==> config.mk <==
export PLATFORM = sky130hd
export DESIGN_NAME = aes_key_expand
export DESIGN_NICKNAME = d
export VERILOG_FILES = /design/src/rtl/aes_key_expand.sv
export SDC_FILE = /design/constraint.sdc
export NUM_CORES = 1
export LEC_CHECK = 0
export CELL_PAD_IN_SITES_DETAIL_PLACEMENT = 0
export CELL_PAD_IN_SITES_GLOBAL_PLACEMENT = 1
export CORE_MARGIN = 10
export CORE_UTILIZATION = 30
export CTS_BUF_LIST = sky130_fd_sc_hd__clkbuf_16
export DETAILED_ROUTE_END_ITERATION = 10
export HOLD_SLACK_MARGIN = 0.03
export PLACE_DENSITY_LB_ADDON = 0.1
export SLEW_MARGIN = 30
export SYNTH_ARGS = -nofsm -noshare
export SYNTH_HDL_FRONTEND = slang
export SYNTH_SLANG_ARGS = --single-unit
==> constraint.sdc <==
create_clock -name clk -period 37.6 [get_ports clk]
set_input_delay 9.4 -clock clk [delete_from_list [all_inputs] [get_ports clk]]
set_output_delay 9.4 -clock clk [all_outputs]
set_load 0.01 [all_outputs]
==> src/rtl/aes_key_expand.sv <==
// aes_key_expand: iterative AES-128/192/256 key schedule.
// One schedule word is produced per cycle from an NK-word sliding window.
// Every group of four words is packed into a 128-bit round key and streamed out
// over a valid/ready handshake with full backpressure. SubWord is done by four
// S-boxes outside this block, reached combinationally through sbox_o/sbox_i.
module aes_key_expand #(
  parameter int KEY_BITS = 128
) (
  input  logic                clk,
  input  logic                rst,
  input  logic                start,
  input  logic                abort,
  input  logic [KEY_BITS-1:0] key_i,
  input  logic [31:0]         sbox_i,
  output logic [31:0]         sbox_o,
  output logic [127:0]        rk_o,
  output logic                rk_valid,
  input  logic                rk_ready,
  output logic [3:0]          rk_idx,
  output logic                rk_last,
  output logic                busy,
  output logic                done
);

  localparam int NK = KEY_BITS / 32;
  localparam int NR = NK + 6;
  localparam int NW = 4 * (NR + 1);

  // Only the three FIPS-197 key lengths are meaningful.
  generate
    if (KEY_BITS != 128 && KEY_BITS != 192 && KEY_BITS != 256) begin : g_bad_key_bits
      $error("aes_key_expand: KEY_BITS must be 128, 192 or 256");
    end
  endgenerate

  typedef enum logic [1:0] {
    IDLE   = 2'd0,
    EXPAND = 2'd1,
    DONE   = 2'd2
  } state_t;

  state_t state, state_next;

  // Window: win[0] = w[i-NK] ... win[NK-1] = w[i-1].
  // While i < NK the window simply rotates, so win[0] is always key word i and
  // after NK rotations the window holds w[0..NK-1] again.
  logic [31:0] win [NK];
  logic [31:0] key_word [NK];
  logic [31:0] hold [3];      // first three words of the round key being assembled
  logic [5:0]  i;             // index of the next word to produce
  logic [2:0]  k;             // i mod NK
  logic [7:0]  rcon;

  logic        load;
  logic        xfer;
  logic        last_xfer;
  logic        gen_en;
  logic        rk_load;
  logic [31:0] new_w;

  // Key word n is taken most-significant first.
  genvar gi;
  generate
    for (gi = 0; gi < NK; gi++) begin : g_key_word
      assign key_word[gi] = key_i[KEY_BITS-1-32*gi -: 32];
    end
  endgenerate

  function automatic logic [7:0] xtime(input logic [7:0] v);
    return {v[6:0], 1'b0} ^ (v[7] ? 8'h1b : 8'h00);
  endfunction

  // Handshake and generation enables; the 4th word of a group waits while a key is stuck.
  always_comb begin
    xfer      = rk_valid && rk_ready;
    last_xfer = (state == EXPAND) && xfer && rk_last;
    gen_en    = (state == EXPAND) && (i < 6'(NW)) &&
                !(rk_valid && !rk_ready && (i[1:0] == 2'd3));
    rk_load   = gen_en && (i[1:0] == 2'd3);
  end

  // S-box request: rotated previous word at the start of each NK group, else plain previous word.
  always_comb begin
    sbox_o = (k == 3'd0) ? {win[NK-1][23:0], win[NK-1][31:24]} : win[NK-1];
  end

  // Next schedule word.
  always_comb begin
    new_w = win[0];
    if (i >= 6'(NK)) begin
      if (k == 3'd0) begin
        new_w = win[0] ^ sbox_i ^ {rcon, 24'h0};
      end else if (NK == 8 && k == 3'd4) begin
        new_w = win[0] ^ sbox_i;
      end else begin
        new_w = win[0] ^ win[NK-1];
      end
    end
  end

  // State register.
  always_ff @(posedge clk or posedge rst) begin
    if (rst) begin
      state <= IDLE;
    end else begin
      state <= state_next;
    end
  end

  // Next state; abort overrides everything, start only counts from IDLE/DONE.
  always_comb begin
    state_next = state;
    load       = 1'b0;
    case (state)
      IDLE, DONE: begin
        if (start) begin
          state_next = EXPAND;
          load       = 1'b1;
        end
      end
      EXPAND: begin
        if (last_xfer) begin
          state_next = DONE;
        end
      end
      default: state_next = IDLE;
    endcase
    if (abort) begin
      state_next = IDLE;
      load       = 1'b0;
    end
  end

  // Window, word counters and rcon.
  always_ff @(posedge clk or posedge rst) begin
    if (rst) begin
      for (int n = 0; n < NK; n++) win[n] <= '0;
      i    <= '0;
      k    <= '0;
      rcon <= 8'h01;
    end else if (abort) begin
      for (int n = 0; n < NK; n++) win[n] <= '0;
      i    <= '0;
      k    <= '0;
      rcon <= 8'h01;
    end else if (load) begin
      for (int n = 0; n < NK; n++) win[n] <= key_word[n];
      i    <= '0;
      k    <= '0;
      rcon <= 8'h01;
    end else if (gen_en) begin
      for (int n = 0; n < NK - 1; n++) win[n] <= win[n+1];
      win[NK-1] <= new_w;
      i <= i + 6'd1;
      k <= (k == 3'(NK - 1)) ? 3'd0 : k + 3'd1;
      if (i >= 6'(NK) && k == 3'd0) begin
        rcon <= xtime(rcon);
      end
    end
  end

  // Buffer the first three words of each round key.
  always_ff @(posedge clk or posedge rst) begin
    if (rst) begin
      for (int n = 0; n < 3; n++) hold[n] <= '0;
    end else if (abort) begin
      for (int n = 0; n < 3; n++) hold[n] <= '0;
    end else if (gen_en && (i[1:0] != 2'd3)) begin
      hold[i[1:0]] <= new_w;
    end
  end

  // Round-key output register; a new key may replace one transferring on the same edge.
  always_ff @(posedge clk or posedge rst) begin
    if (rst) begin
      rk_o     <= '0;
      rk_valid <= 1'b0;
      rk_idx   <= '0;
      rk_last  <= 1'b0;
    end else if (abort) begin
      rk_o     <= '0;
      rk_valid <= 1'b0;
      rk_idx   <= '0;
      rk_last  <= 1'b0;
    end else if (load) begin
      rk_valid <= 1'b0;
    end else if (rk_load) begin
      rk_o     <= {hold[0], hold[1], hold[2], new_w};
      rk_valid <= 1'b1;
      rk_idx   <= i[5:2];
      rk_last  <= (i[5:2] == 4'(NR));
    end else if (xfer) begin
      rk_valid <= 1'b0;
    end
  end

  // Status flags: busy mirrors EXPAND, done pulses after the final transfer.
  always_ff @(posedge clk or posedge rst) begin
    if (rst) begin
      busy <= 1'b0;
      done <= 1'b0;
    end else begin
      busy <= (state_next == EXPAND);
      done <= last_xfer && !abort;
    end
  end

endmodule
# Yosys cells after proc, flatten, opt, wreduce, memory -nomap -nowiden

Index checks and enable logic that the tools add are counted.

Flip-flop bits (word level): 379
Input bits: 165
Output and inout port bits: 168
Logic and storage cells: 104

Add/subtract/negate cells: 2
$lt $le $gt $ge: 4
Equality and inequality tests: 8
Muxes and demuxes: 43
Bitwise gates (word level): 5
Reductions and logical operators: 25

Operators with widths:

| kind                  | count |
|---|---|
| $mux W128             | 6 |
| $mux W96              | 2 |
| $mux W32              | 4 |
| $bwmux W96            | 1 |
| $xor A32 B32 Y32      | 3 |
| $demux W32 S2         | 1 |
| $mux W8               | 4 |
| $mux W6               | 3 |
| $logic_and A1 B1 Y1   | 12 |
| $mux W3               | 4 |
| $mux W4               | 3 |
| $mux W1               | 10 |
| $xor A8 B5 Y8         | 1 |
| $add A6 B1 Y6 const B | 1 |
| $ge A6 B3 Y1 const B  | 1 |
| $lt A6 B6 Y1 const B  | 1 |
| $mux W2               | 3 |
| $reduce_bool A3 Y1    | 2 |
| $mux W5               | 1 |
| $eq A2 B1 Y1 const B  | 2 |
| $eq A2 B2 Y1 const B  | 2 |
| $eq A4 B4 Y1 const B  | 1 |
| $ne A2 B2 Y1 const B  | 2 |
| $pmux W2 S2           | 1 |
| other kinds (12)      | 16 |

# Depth between registers and ports, before layout

Depth in word-level cells: 9
Depth in mapped cells: 9
Depth with buffers taken out: 7

# Worst setup path before layout

Ideal clock, no wire load.

Path type: register -> output
Start point: register k[0]
End point: output port sbox_o[12]
Arrival time: 1.718 ns
Data required time: 28.200 ns
Path slack: 26.482 ns
Stages on the path, launching flop included: 9
Buffers on the path: 3
Path through: dfrtp_1 inv_1 ha_1 nor2b_1 buf_2 buf_1 buf_1 nand2_1 nand2_1

Word-level cells in the longest chain between the ends: 2

Ends and longest elaborated chain:

| element                | line | source |
|---|---|---|
| from (decl)            | 51   | `logic [2:0] k;` |
| from (signal assigned) | 155  | `k <= (k == 3'(NK - 1)) ? 3'd0 : k + 3'd1;` |
| $logic_not A3 Y1       | 84   | `sbox_o = (k == 3'd0) ? {win[NK-1][23:0], win[NK-1][31:24]} : win[NK-1];` |
| $mux W32               | 84   |  |
| to (decl)              | 15   | `output logic [31:0] sbox_o,` |

No other way between the ends.

# Worst setup path after layout

Start point: input port start
End point: register win[16] in the netlist's numbering

Word-level cells in the longest chain between the ends: 5
Elaborated cells on any way between the ends: 6
Those cells by class: mux (5); reduce/logical (1)

Ends and longest elaborated chain:

| element                         | line | source |
|---|---|---|
| from (decl)                     | 11   | `input logic start,` |
| $mux W1 (*)                     | 116  | `if (start) begin` |
| $mux W1 (*)                     | 114  | `case (state)` |
| $mux W1 (*)                     | 128  | `if (abort) begin` |
| $mux W128                       | 146  | `end else if (load) begin` |
| $mux W128                       | 141  | `end else if (abort) begin` |
| to (signal, indexed assignment) | 153  | `win[NK-1] <= new_w;` |
| to (decl)                       | 47   | `logic [31:0] win [NK];` |

Mark *: on every way between the ends. The rest lies on a longest branch, timed or not.
A chain may end at the register's enable or synchronous reset.

==> flow_summary.toml <==
[yosys]
ys_seq_area_share_pct = 58.0
synthCells = 1518
synth_area_leaders = "dfrtp_1 (58%), mux2i_1 (6.1%), nand2_1 (6.1%)"
ys_seq_elements = 379
synth_top_area_share_pct = 57.9
netlist-cell-type-count = 37
synth_most_common_cell = "dfrtp_1"
synth_area_um2 = 16400
ys_top_cells_by_count = "dfrtp_1 (378), nand2_1 (266), nor2_1 (109)"
synth_edf_count = 0
synth_area_leader_cell = "dfrtp_1"
async_flop_share_pct = 100
synth_flop_cell = "dfrtp_1"
syn_avg_cell_area_um2 = 10.8
yosysWarnings = 0
synth.net_count = 1689

[routing]
drt_wl_total_um = 59100
drt_iter0_markers = 783
via_per_inst = 5.04
num_vias = 12700
drtPass1Iterations = 5
wl_per_cell_um = 23.5
drcViolationCount = 0
antenna_violating_nets_post_route = 0

[finish]
register_area_um2 = 9490
layout.nets = 1957
fin_area_um2 = 21600
multi_input_area_um2 = 6330
syn_to_final_growth_pct = 32.1
layout-drive-gt1-share_pct = 5.38
num-fill-cells = 5287
antenna_cells = 0

[timing]
setup_tns_ns = 0
whs_ns = 0.473
max_freq_mhz = 76.7
hold_viol_final = 0
fin_crit_ns = 13.03
max_slew_margin_pct = 31.7
clock_skew_ns = 0.0194
rsz0062_at_grt = "false"
fin_crit_sh_pct = 34.7
drv_slew = 0
worstMarginPinSlew_ns = 1.02
setup_violations = 0

[grt]
grt_usage_pct = 18.0
antenna_found_initial = 0
grt_pass1_vias = 12900
grt_max_degree = 108
overflow = 0
grt_pass1_wl_um = 87600

[die]
core_um2 = 53900
fp.dieArea_um2 = 64200
rows = 85
io_pins = 333
die-height_um = 253
die_w_um = 253
start_util_pct = 30.3

[clock_network]
cts-resized-gates = 0
cts-root-buf = "clkbuf_16"
clkLatencyLatePin_ns = 0.57
numCtsBuffers = 45
cts_tree = "built"
path_clk_slew_ns = 0.06
ctsHoldBuffers = 0
cts_setup_buffers = 0
clockBufferDepth = 3
htree_levels = 2
clock_sinks = 379

[placed_design]
io_buffers = 332
place_area_um2 = 20200
dp_hpwl_um = 41000
gp_congestion = 0.783

[power]
power_density_nw_per_um2 = 44.1
cellLeakagePower_nw = 9.39
p_total_mw = 0.953
vdd_drop_max_v = 0.0000264

[status]
status = "completed"

[setup_path]
cp-end-kind = "register"
start_kind = "input pin"
crit_required_ns = 38.08
critPathMaxFanout = 90
cp.arrival_ns = 13.51
rr_worst_depth = 7
worstSetupPathType = "input pin to register"
r2r_slack_ns = 33.38

[min_path]
whs_path_depth = 2
hold_path_class = "register to register"

[flow_run]
drv_cap = 0
==> kinds of logic (layout without fill, tap and decap cells) <==
logic type                 Yosys count  in the layout  share of synthesized area, %
adders and majority gates            6              6                         0.459
xor gates and xnor gates            47             47                          2.52
buffers and inverters              141            444                          3.63
DFF                                379            379                          58.0
and+or+nand+nor                    407            407                          9.90
muxes                              100            100                          6.12
AOI/OAI and AO/OA                  438            438                          19.4
==> cell type report <==
cell class | count | area share [%]
inverter | 7 | 0.156
sequential | 379 | 43.9
multi-input combinational | 998 | 29.3
timing repair buffer | 355 | 16.4
clock inverter | 37 | 0.979
clock buffer | 45 | 5.21
tap | 696 | 4.03
==> routing by layer <==
layer | track usage [%] | vias up | part of all wire, %
met5 | 0 | - | 0
met3 | 4.00 | 49 | 5.4
li1 | - | 5978 | -
met1 | 25.5 | 6358 | 47
met2 | 27.7 | 307 | 46
met4 | 3.51 | 0 | 1.4
==> worst paths after layout <==
check / from / endpoint
worst max-delay path: start / win[16]
worst max register to register: state[0] / win[16]
max in group asynchronous: rst / win[76]
min in group asynchronous: rst / rk_o[65]
worst min register to register: win[67] / win[67]
worst min-delay path: win[67] / win[67]
==> flip-flops by register name, summed over array words and instances, names as in the netlist <==
name      count
rk_o        128
win         128
hold         96
rcon          8
i             6
rk_idx        4
k             3
state         2
busy          1
done          1
rk_last       1
rk_valid      1
==> cells in the final DEF (no fill, tap or decap), types with 14 or more instances in the layout <==
cell / n
o31ai_1: 100
a22o_1: 100
dfrtp_1: 378
inv_1: 14
mux2i_1: 100
nor2_1: 107
nand2_1: 266
clkdlybuf4s50_1: 331
buf_4: 17
o21ai_0: 69
a211oi_1: 97
clkinv_1: 19
a21oi_1: 35
xnor2_1: 37
clkbuf_16: 45
a22oi_1: 32
==> through the flow <==
step,setup WS [ns],std cells,util (%)
finish,24.57,2517,40.1
global route,24.28,2517,40.1
CTS,24.60,2516,40.0
detailed placement,24.02,2434,37.5
global placement,23.46,2432,37.5
floorplan,17.67,1518,-
==> power by group <==
part           internal (mW)  total [mW]  switching, mW
clock network          0.230       0.405          0.175
logic                 0.0436       0.111         0.0675
registers              0.424       0.437         0.0126
total                  0.698       0.953          0.255
==> critical path, cell delays in order <==
cell	delay, ns
clkdlybuf4s50_1	0.48
nand2b_4	0.52
nand2b_1	0.49
nor2_4	0.55
buf_4	0.80
buf_4	0.79
a22oi_1	0.19
o21ai_0	0.14
Power figures use the tool's default switching activity.
